--- src/rtl/mult_seq_ctrl_pkg.sv ---
// ============================================================================
// Module      : mult_seq_ctrl_pkg
// Description : Shared types and constants for the shift-and-add multiply
//               sequencer (state encoding, iteration count, ALU opcode).
// Revision    : 1.0  initial release
// ============================================================================
`default_nettype none

package mult_seq_ctrl_pkg;

    // Sequencer states
    typedef enum logic [1:0] {
        MUL_IDLE = 2'd0,
        MUL_RUN  = 2'd1,
        MUL_DONE = 2'd2
    } mul_state_t;

    // One shift-and-add iteration per multiplier bit
    localparam int MUL_ITER = 32;

    // Iteration index at which the final iteration is performed
    localparam logic [4:0] CNT_LAST = 5'(MUL_ITER - 1);

    // Shared ALU opcode for addition; must track the ALU's own encoding
    localparam logic [2:0] ALU_ADD = 3'b010;

endpackage : mult_seq_ctrl_pkg

`default_nettype wire

--- src/rtl/mult_seq_ctrl_if.sv ---
// ============================================================================
// Module      : mult_seq_ctrl_if
// Description : Bundle of the multiply request/result signals and the shared
//               ALU request/grant port. The slave side is the sequencer; the
//               master side is the core datapath (requester, ALU, arbiter).
// Revision    : 1.0  initial release
// ============================================================================
`default_nettype none

interface mult_seq_ctrl_if;

    // Multiply request and result
    logic        Start;
    logic        Flush;
    logic [31:0] MulA;
    logic [31:0] MulB;
    logic        Busy;
    logic        Done;
    logic [31:0] Hi;
    logic [31:0] Lo;

    // Shared ALU port
    logic        AluReq;
    logic        AluGnt;
    logic [31:0] AluOp1;
    logic [31:0] AluOp2;
    logic [2:0]  AluCtrl;
    logic [31:0] AluResult;

    modport slave (
        input  Start, Flush, MulA, MulB, AluGnt, AluResult,
        output Busy, Done, Hi, Lo, AluReq, AluOp1, AluOp2, AluCtrl
    );

    modport master (
        output Start, Flush, MulA, MulB, AluGnt, AluResult,
        input  Busy, Done, Hi, Lo, AluReq, AluOp1, AluOp2, AluCtrl
    );

endinterface : mult_seq_ctrl_if

`default_nettype wire

--- src/rtl/mult_seq_ctrl.sv ---
// ============================================================================
// Module      : mult_seq_ctrl
// Description : Multi-cycle unsigned 32x32 multiply sequencer. Borrows the
//               shared ALU for every partial-product add and accumulates the
//               64-bit product in Hi/Lo, one iteration per granted cycle.
// Revision    : 1.0  initial release
// ============================================================================
`default_nettype none

module mult_seq_ctrl
    import mult_seq_ctrl_pkg::*;
(
    input  wire logic       clk,
    input  wire logic       rst_n,
    mult_seq_ctrl_if.slave  bus
);

    mul_state_t  state;
    logic [31:0] hi;
    logic [31:0] lo;
    logic [31:0] mcand;
    logic [4:0]  cnt;
    logic        busy;
    logic        done;
    logic        alu_req;

    // The ALU adds modulo 2^32; a wrapped sum is smaller than either addend,
    // which recovers the 33rd bit without a local adder.
    logic        carry;

    // Carry out of the partial-product add, recovered from the ALU result
    always_comb begin
        carry = (bus.AluResult < hi);
    end

    // Sequencer: operand load, stall-aware shift-and-add, flush and done
    always_ff @(posedge clk or negedge rst_n) begin
        if (!rst_n) begin
            state   <= MUL_IDLE;
            hi      <= 32'd0;
            lo      <= 32'd0;
            mcand   <= 32'd0;
            cnt     <= 5'd0;
            busy    <= 1'b0;
            done    <= 1'b0;
            alu_req <= 1'b0;
        end else if (bus.Flush) begin
            // Cancel wins over everything; Hi/Lo keep any partial product
            state   <= MUL_IDLE;
            busy    <= 1'b0;
            done    <= 1'b0;
            alu_req <= 1'b0;
        end else begin
            case (state)
                MUL_IDLE: begin
                    done <= 1'b0;
                    if (bus.Start) begin
                        mcand   <= bus.MulA;
                        hi      <= 32'd0;
                        lo      <= bus.MulB;
                        cnt     <= 5'd0;
                        state   <= MUL_RUN;
                        busy    <= 1'b1;
                        alu_req <= 1'b1;
                    end
                end
                MUL_RUN: begin
                    // Without a grant nothing moves: the iteration is retried
                    if (bus.AluGnt) begin
                        hi  <= {carry, bus.AluResult[31:1]};
                        lo  <= {bus.AluResult[0], lo[31:1]};
                        cnt <= cnt + 5'd1;
                        if (cnt == CNT_LAST) begin
                            state   <= MUL_DONE;
                            alu_req <= 1'b0;
                            done    <= 1'b1;
                        end
                    end
                end
                MUL_DONE: begin
                    state <= MUL_IDLE;
                    done  <= 1'b0;
                    busy  <= 1'b0;
                end
                default: begin
                    state   <= MUL_IDLE;
                    done    <= 1'b0;
                    busy    <= 1'b0;
                    alu_req <= 1'b0;
                end
            endcase
        end
    end

    // Output drive; ALU operands come straight from the accumulator
    always_comb begin
        bus.Busy    = busy;
        bus.Done    = done;
        bus.Hi      = hi;
        bus.Lo      = lo;
        bus.AluReq  = alu_req;
        bus.AluOp1  = hi;
        bus.AluOp2  = lo[0] ? mcand : 32'd0;
        bus.AluCtrl = ALU_ADD;
    end

endmodule : mult_seq_ctrl

`default_nettype wire

--- src/flat_wrapper.sv ---
// flat-port wrapper written by rule: the top's interface ports become plain ports
module mult_seq_ctrl_flat import mult_seq_ctrl_pkg::*;
  (clk, rst_n, bus_Start, bus_Flush, bus_MulA, bus_MulB, bus_AluGnt, bus_AluResult, bus_Busy, bus_Done, bus_Hi, bus_Lo, bus_AluReq, bus_AluOp1, bus_AluOp2, bus_AluCtrl);
  mult_seq_ctrl_if bus_i ();
  input  wire logic clk;
  input  wire logic rst_n;
  input wire logic [$bits(bus_i.Start)-1:0] bus_Start;
  input wire logic [$bits(bus_i.Flush)-1:0] bus_Flush;
  input wire logic [$bits(bus_i.MulA)-1:0] bus_MulA;
  input wire logic [$bits(bus_i.MulB)-1:0] bus_MulB;
  input wire logic [$bits(bus_i.AluGnt)-1:0] bus_AluGnt;
  input wire logic [$bits(bus_i.AluResult)-1:0] bus_AluResult;
  output wire logic [$bits(bus_i.Busy)-1:0] bus_Busy;
  output wire logic [$bits(bus_i.Done)-1:0] bus_Done;
  output wire logic [$bits(bus_i.Hi)-1:0] bus_Hi;
  output wire logic [$bits(bus_i.Lo)-1:0] bus_Lo;
  output wire logic [$bits(bus_i.AluReq)-1:0] bus_AluReq;
  output wire logic [$bits(bus_i.AluOp1)-1:0] bus_AluOp1;
  output wire logic [$bits(bus_i.AluOp2)-1:0] bus_AluOp2;
  output wire logic [$bits(bus_i.AluCtrl)-1:0] bus_AluCtrl;
  assign bus_i.Start = bus_Start;
  assign bus_i.Flush = bus_Flush;
  assign bus_i.MulA = bus_MulA;
  assign bus_i.MulB = bus_MulB;
  assign bus_i.AluGnt = bus_AluGnt;
  assign bus_i.AluResult = bus_AluResult;
  assign bus_Busy = bus_i.Busy;
  assign bus_Done = bus_i.Done;
  assign bus_Hi = bus_i.Hi;
  assign bus_Lo = bus_i.Lo;
  assign bus_AluReq = bus_i.AluReq;
  assign bus_AluOp1 = bus_i.AluOp1;
  assign bus_AluOp2 = bus_i.AluOp2;
  assign bus_AluCtrl = bus_i.AluCtrl;
  mult_seq_ctrl u_core (.clk(clk), .rst_n(rst_n), .bus(bus_i));
endmodule
--- config.mk ---
export PLATFORM = sky130hd
export DESIGN_NAME = mult_seq_ctrl_flat
export DESIGN_NICKNAME = d
export VERILOG_FILES = /design/src/rtl/mult_seq_ctrl_pkg.sv /design/src/rtl/mult_seq_ctrl_if.sv /design/src/rtl/mult_seq_ctrl.sv /design/src/flat_wrapper.sv
export SDC_FILE = /design/constraint.sdc
export NUM_CORES = 1
export LEC_CHECK = 0
export BUFFER_PORTS_ARGS = -buffer_cell sky130_fd_sc_hd__buf_4
export CAP_MARGIN = 20
export CORE_MARGIN = 2
export CORE_UTILIZATION = 48
export DETAILED_ROUTE_END_ITERATION = 8
export GPL_TIMING_DRIVEN = 1
export HOLD_SLACK_MARGIN = 0.02
export MAX_ROUTING_LAYER = met4
export PLACE_DENSITY_LB_ADDON = 0.2
export SETUP_SLACK_MARGIN = 0.3
export SYNTH_ARGS = -nofsm -noshare
export SYNTH_HDL_FRONTEND = slang
export SYNTH_SLANG_ARGS = --single-unit
--- constraint.sdc ---
create_clock -name clk -period 1.7 [get_ports clk]
set_input_delay 0.085 -clock clk [delete_from_list [all_inputs] [get_ports clk]]
set_output_delay 0.085 -clock clk [all_outputs]
set_load 0.005 [all_outputs]
==> out/metrics.yaml <==
power:
  seqPwrFrac_pct: 37.5
  ir_drop_uv: 595.9
  sw_frac_of_total_pct: 32.73
  p_sw_mw: 3.037
  power-per-cell-area_mw_per_mm2: 935.8
  internal_power_mw: 6.242
  clockPowerShare_pct: 18.2
  combPwrFrac_pct: 44.3
  power.leakage_nw: 4.945
setup_path:
  crit_chain: "and2_4, o21ai_4, nor2b_4, buf_6, clkbuf_16, a222oi_1, inv_1"
  cp_data_required_time_ns: 1.97
  critPathLaunchType: "register"
  cpMaxStageDelayCell: "dfrtp_1"
  r2r-end: "u_core.bus.Lo[13]"
  setup.worst_path.end_class: "register"
  critPathMaxFanout: 4
  crit_family: "compound AO/OA/AOI/OAI gates"
  ff2ff_path_depth: 7
  r2r_start: "u_core.state[0]"
  slowest_delay_ns: 0.46
  crit_type: "reg -> reg"
  ff2ff_setup_slack_ns: -0.13
  crit_buf_inv: 3
  arrival_ns: 2.11
die:
  start_util_pct: 49.26
  core_mm2: 0.01084
  die_area_mm2: 0.01198
  io_pins: 235
  die-width_um: 109.5
  rows: 38
  die_h_um: 109.5
placed_design:
  place_area_mm2: 0.007132
  dp.cells: 807
  place_hpwl_um: 10070
  pre_cts_slack_ns: 0.02131
  gp_routability_congestion: 0.8293
  numPortBuffers: 231
cells_and_area:
  area_delta_synth_final_pct: 85.68
  layout_common_cells: "buf_4 (228), dfrtp_1 (104), dlygate4sd3_1 (100)"
  final_cells: 983
  diodes: 0
  ff_latch_area_mm2: 0.002658
  multi_input_area_mm2: 0.002494
  design_area_mm2: 0.009916
  fin_nets: 972
  drive_gt1_share_pct: 51.72
  fillers: 398
  final_common_cell: "buf_4"
sta:
  hold_viol: 0
  fin_skew_ns: 0.01120
  setup_viol: 4
  rsz0062_at_grt: "true"
  layout_setup_ws_ns: -0.1318
  fin_crit_sh_pct: 107.8
  maxSlewViolCount: 0
  fmax_ghz: 0.5459
  period_needed_ns: 1.832
yosys:
  async_flop_share_pct: 100.0
  yosys_register_bits: 106
  seq_area_frac_synth_pct: 49.67
  synth_area_mm2: 0.005340
  synth-edff-count: 0
  syn-mean-instance-area_um2: 11.31
  synth_ff_type: "dfrtp_1"
  netlist_instances: 472
  synthDistinctLibCells: 42
  yosys_warnings: 0
global_route:
  grt_pass1_vias: 5545
  grt_max_degree: 51
  overflow: 0
  grt_pass1_wl_um: 28860
  antenna_found_initial: 0
  grt_use_total_pct: 32.91
clock_tree:
  cts_tree: "done"
  h-tree-depth: 3
  clk_path_buf_depth: 2
  cts_root_buffer: "clkbuf_8"
  clk_pin_slew_worst_paths_ns: 0.12
  clock-sinks: 106
  numCtsBuffers: 9
  clk_latency_ns: 0.40
drt:
  avgViaCountPerCell: 5.798
  wl_per_cell_um: 24.11
  drc_errors: 0
  antenna_left: 0
  drt_iter0_drc: 536
  totalWireLength_um: 23700
  drtPass1Iterations: 7
  vias: 5699
hold_path:
  min-delay-start: "bus_AluGnt"
  whs_path_depth: 3
  whs_endpoint: "u_core.state[0]"
  hold_path_class: "in -> reg"
job:
  max_cap_viol_count: 0
status:
  violations: "negative setup slack"
  status: "finished with violations"
==> cells in the mapped netlist, drive strengths merged, types with 2 or more instances <==
cell type  instances  area share (%)
conb               2            0.14
and4               3            0.49
a22o              33             5.4
a21o               4            0.56
and2              34             4.0
ha                33             7.7
mux2              33             7.0
nand3              3            0.28
inv               66             4.6
dfrtp            106              50
a222oi            31             5.8
nand4              4            0.47
nor3               3            0.28
a21oi             15             1.4
nor2b              4            0.56
clkbuf             9            0.63
nand2              8            0.56
nor2               7            0.54
o21ai             10             1.1
buf               50             6.7
==> worst reg2reg max path, delay by kind of cell, from the launching register on <==
| family | cells | cell delay [ns] |
|---|---|---|
| AO/OA/AOI/OAI | 2 | 0.52 |
| buffers and inverters | 3 | 0.44 |
| AND/OR/NAND/NOR | 2 | 0.28 |
| flip-flops | 1 | 0.46 |
==> timing repair <==
item / in CTS / in global routing
endpoints found under the setup margin: 124 / 136
hold endpoints to repair: 205 / 1
hold buffers: 99 / 1
gates resized for setup: 87 / 102
pin swaps: 31 / 40
cloned: 17 / 6
setup buffers: 24 / 13
==> state kept, by name, indices dropped and copies added, names as in the netlist <==
name               flops
u_core.bus.AluOp1     32
u_core.bus.Lo         32
u_core.mcand          32
u_core.cnt             5
u_core.state           2
u_core.bus.AluReq      1
u_core.bus.Busy        1
u_core.bus.Done        1
==> worst max path at each step <==
stage,from,end,depth (start not counted)
after floorplan,u_core.bus.AluOp1[13],u_core.bus.AluOp1[31],6
after global placement,u_core.bus.AluOp1[13],u_core.bus.AluOp1[31],8
after detailed placement,u_core.bus.AluOp1[12],u_core.bus.AluOp1[31],8
after CTS,u_core.bus.AluOp1[12],u_core.bus.AluOp1[31],8
after global routing,u_core.state[0],u_core.bus.Lo[13],7
final,u_core.state[0],u_core.bus.Lo[13],7
==> layer usage <==
metal	up-vias	share of wire [%]	global-route usage, %
met4	0	6.7	14.29
met1	2776	35	36.39
li1	2379	-	-
met2	410	50	58.16
met5	-	0	-
met3	134	8.2	5.809
==> area by class of cell <==
| class | instances | share of cell area [%] |
|---|---|---|
| inverter | 66 | 2.498 |
| clock inverter | 7 | 0.7445 |
| clock buffer | 9 | 1.249 |
| sequential | 106 | 26.80 |
| tap | 140 | 1.767 |
| multi-input combinational | 243 | 25.15 |
| timing repair buffer | 412 | 41.79 |
==> through the flow <==
stage | utilization (%) | TNS [ns] | total power, mW | hold slack (ns)
6_report | 91.47 | -0.2872 | 9.279 | 0.08820
5_1_grt | 91.47 | -1.301 | 9.638 | 0.09729
4_1_cts | 85.92 | 0 | 8.361 | -0.08137
3_5_place_dp | 65.79 | 0 | 5.825 | -0.01186
3_3_place_gp | 65.79 | 0 | 5.734 | -0.01539
2_1_floorplan | - | 0 | 4.514 | -0.2106
==> logic make-up (layout without fill, tap and decap cells) <==
| kind of cell | after synthesis | count (layout) | synth area share (%) |
|---|---|---|---|
| xor gates and xnor gates | 1 | 1 | 0.1640 |
| adders and majority gates | 33 | 33 | 7.732 |
| muxes | 34 | 34 | 7.146 |
| and+or+nand+nor | 71 | 72 | 7.826 |
| other | 2 | 3 | 0.1406 |
| AOI/OAI and AO/OA | 100 | 100 | 15.37 |
| DFF | 106 | 106 | 49.67 |
| buffers and inverters | 125 | 494 | 11.95 |
==> power by group through the flow <==
stage	clock (mW)	sequential [mW]	combinational (mW)
floorplan	0	3.36	1.16
global placement	0	3.40	2.33
detailed placement	0	3.43	2.40
CTS	1.64	3.37	3.35
global route	1.81	3.51	4.32
finish	1.69	3.48	4.11
Power figures use the tool's default switching activity.
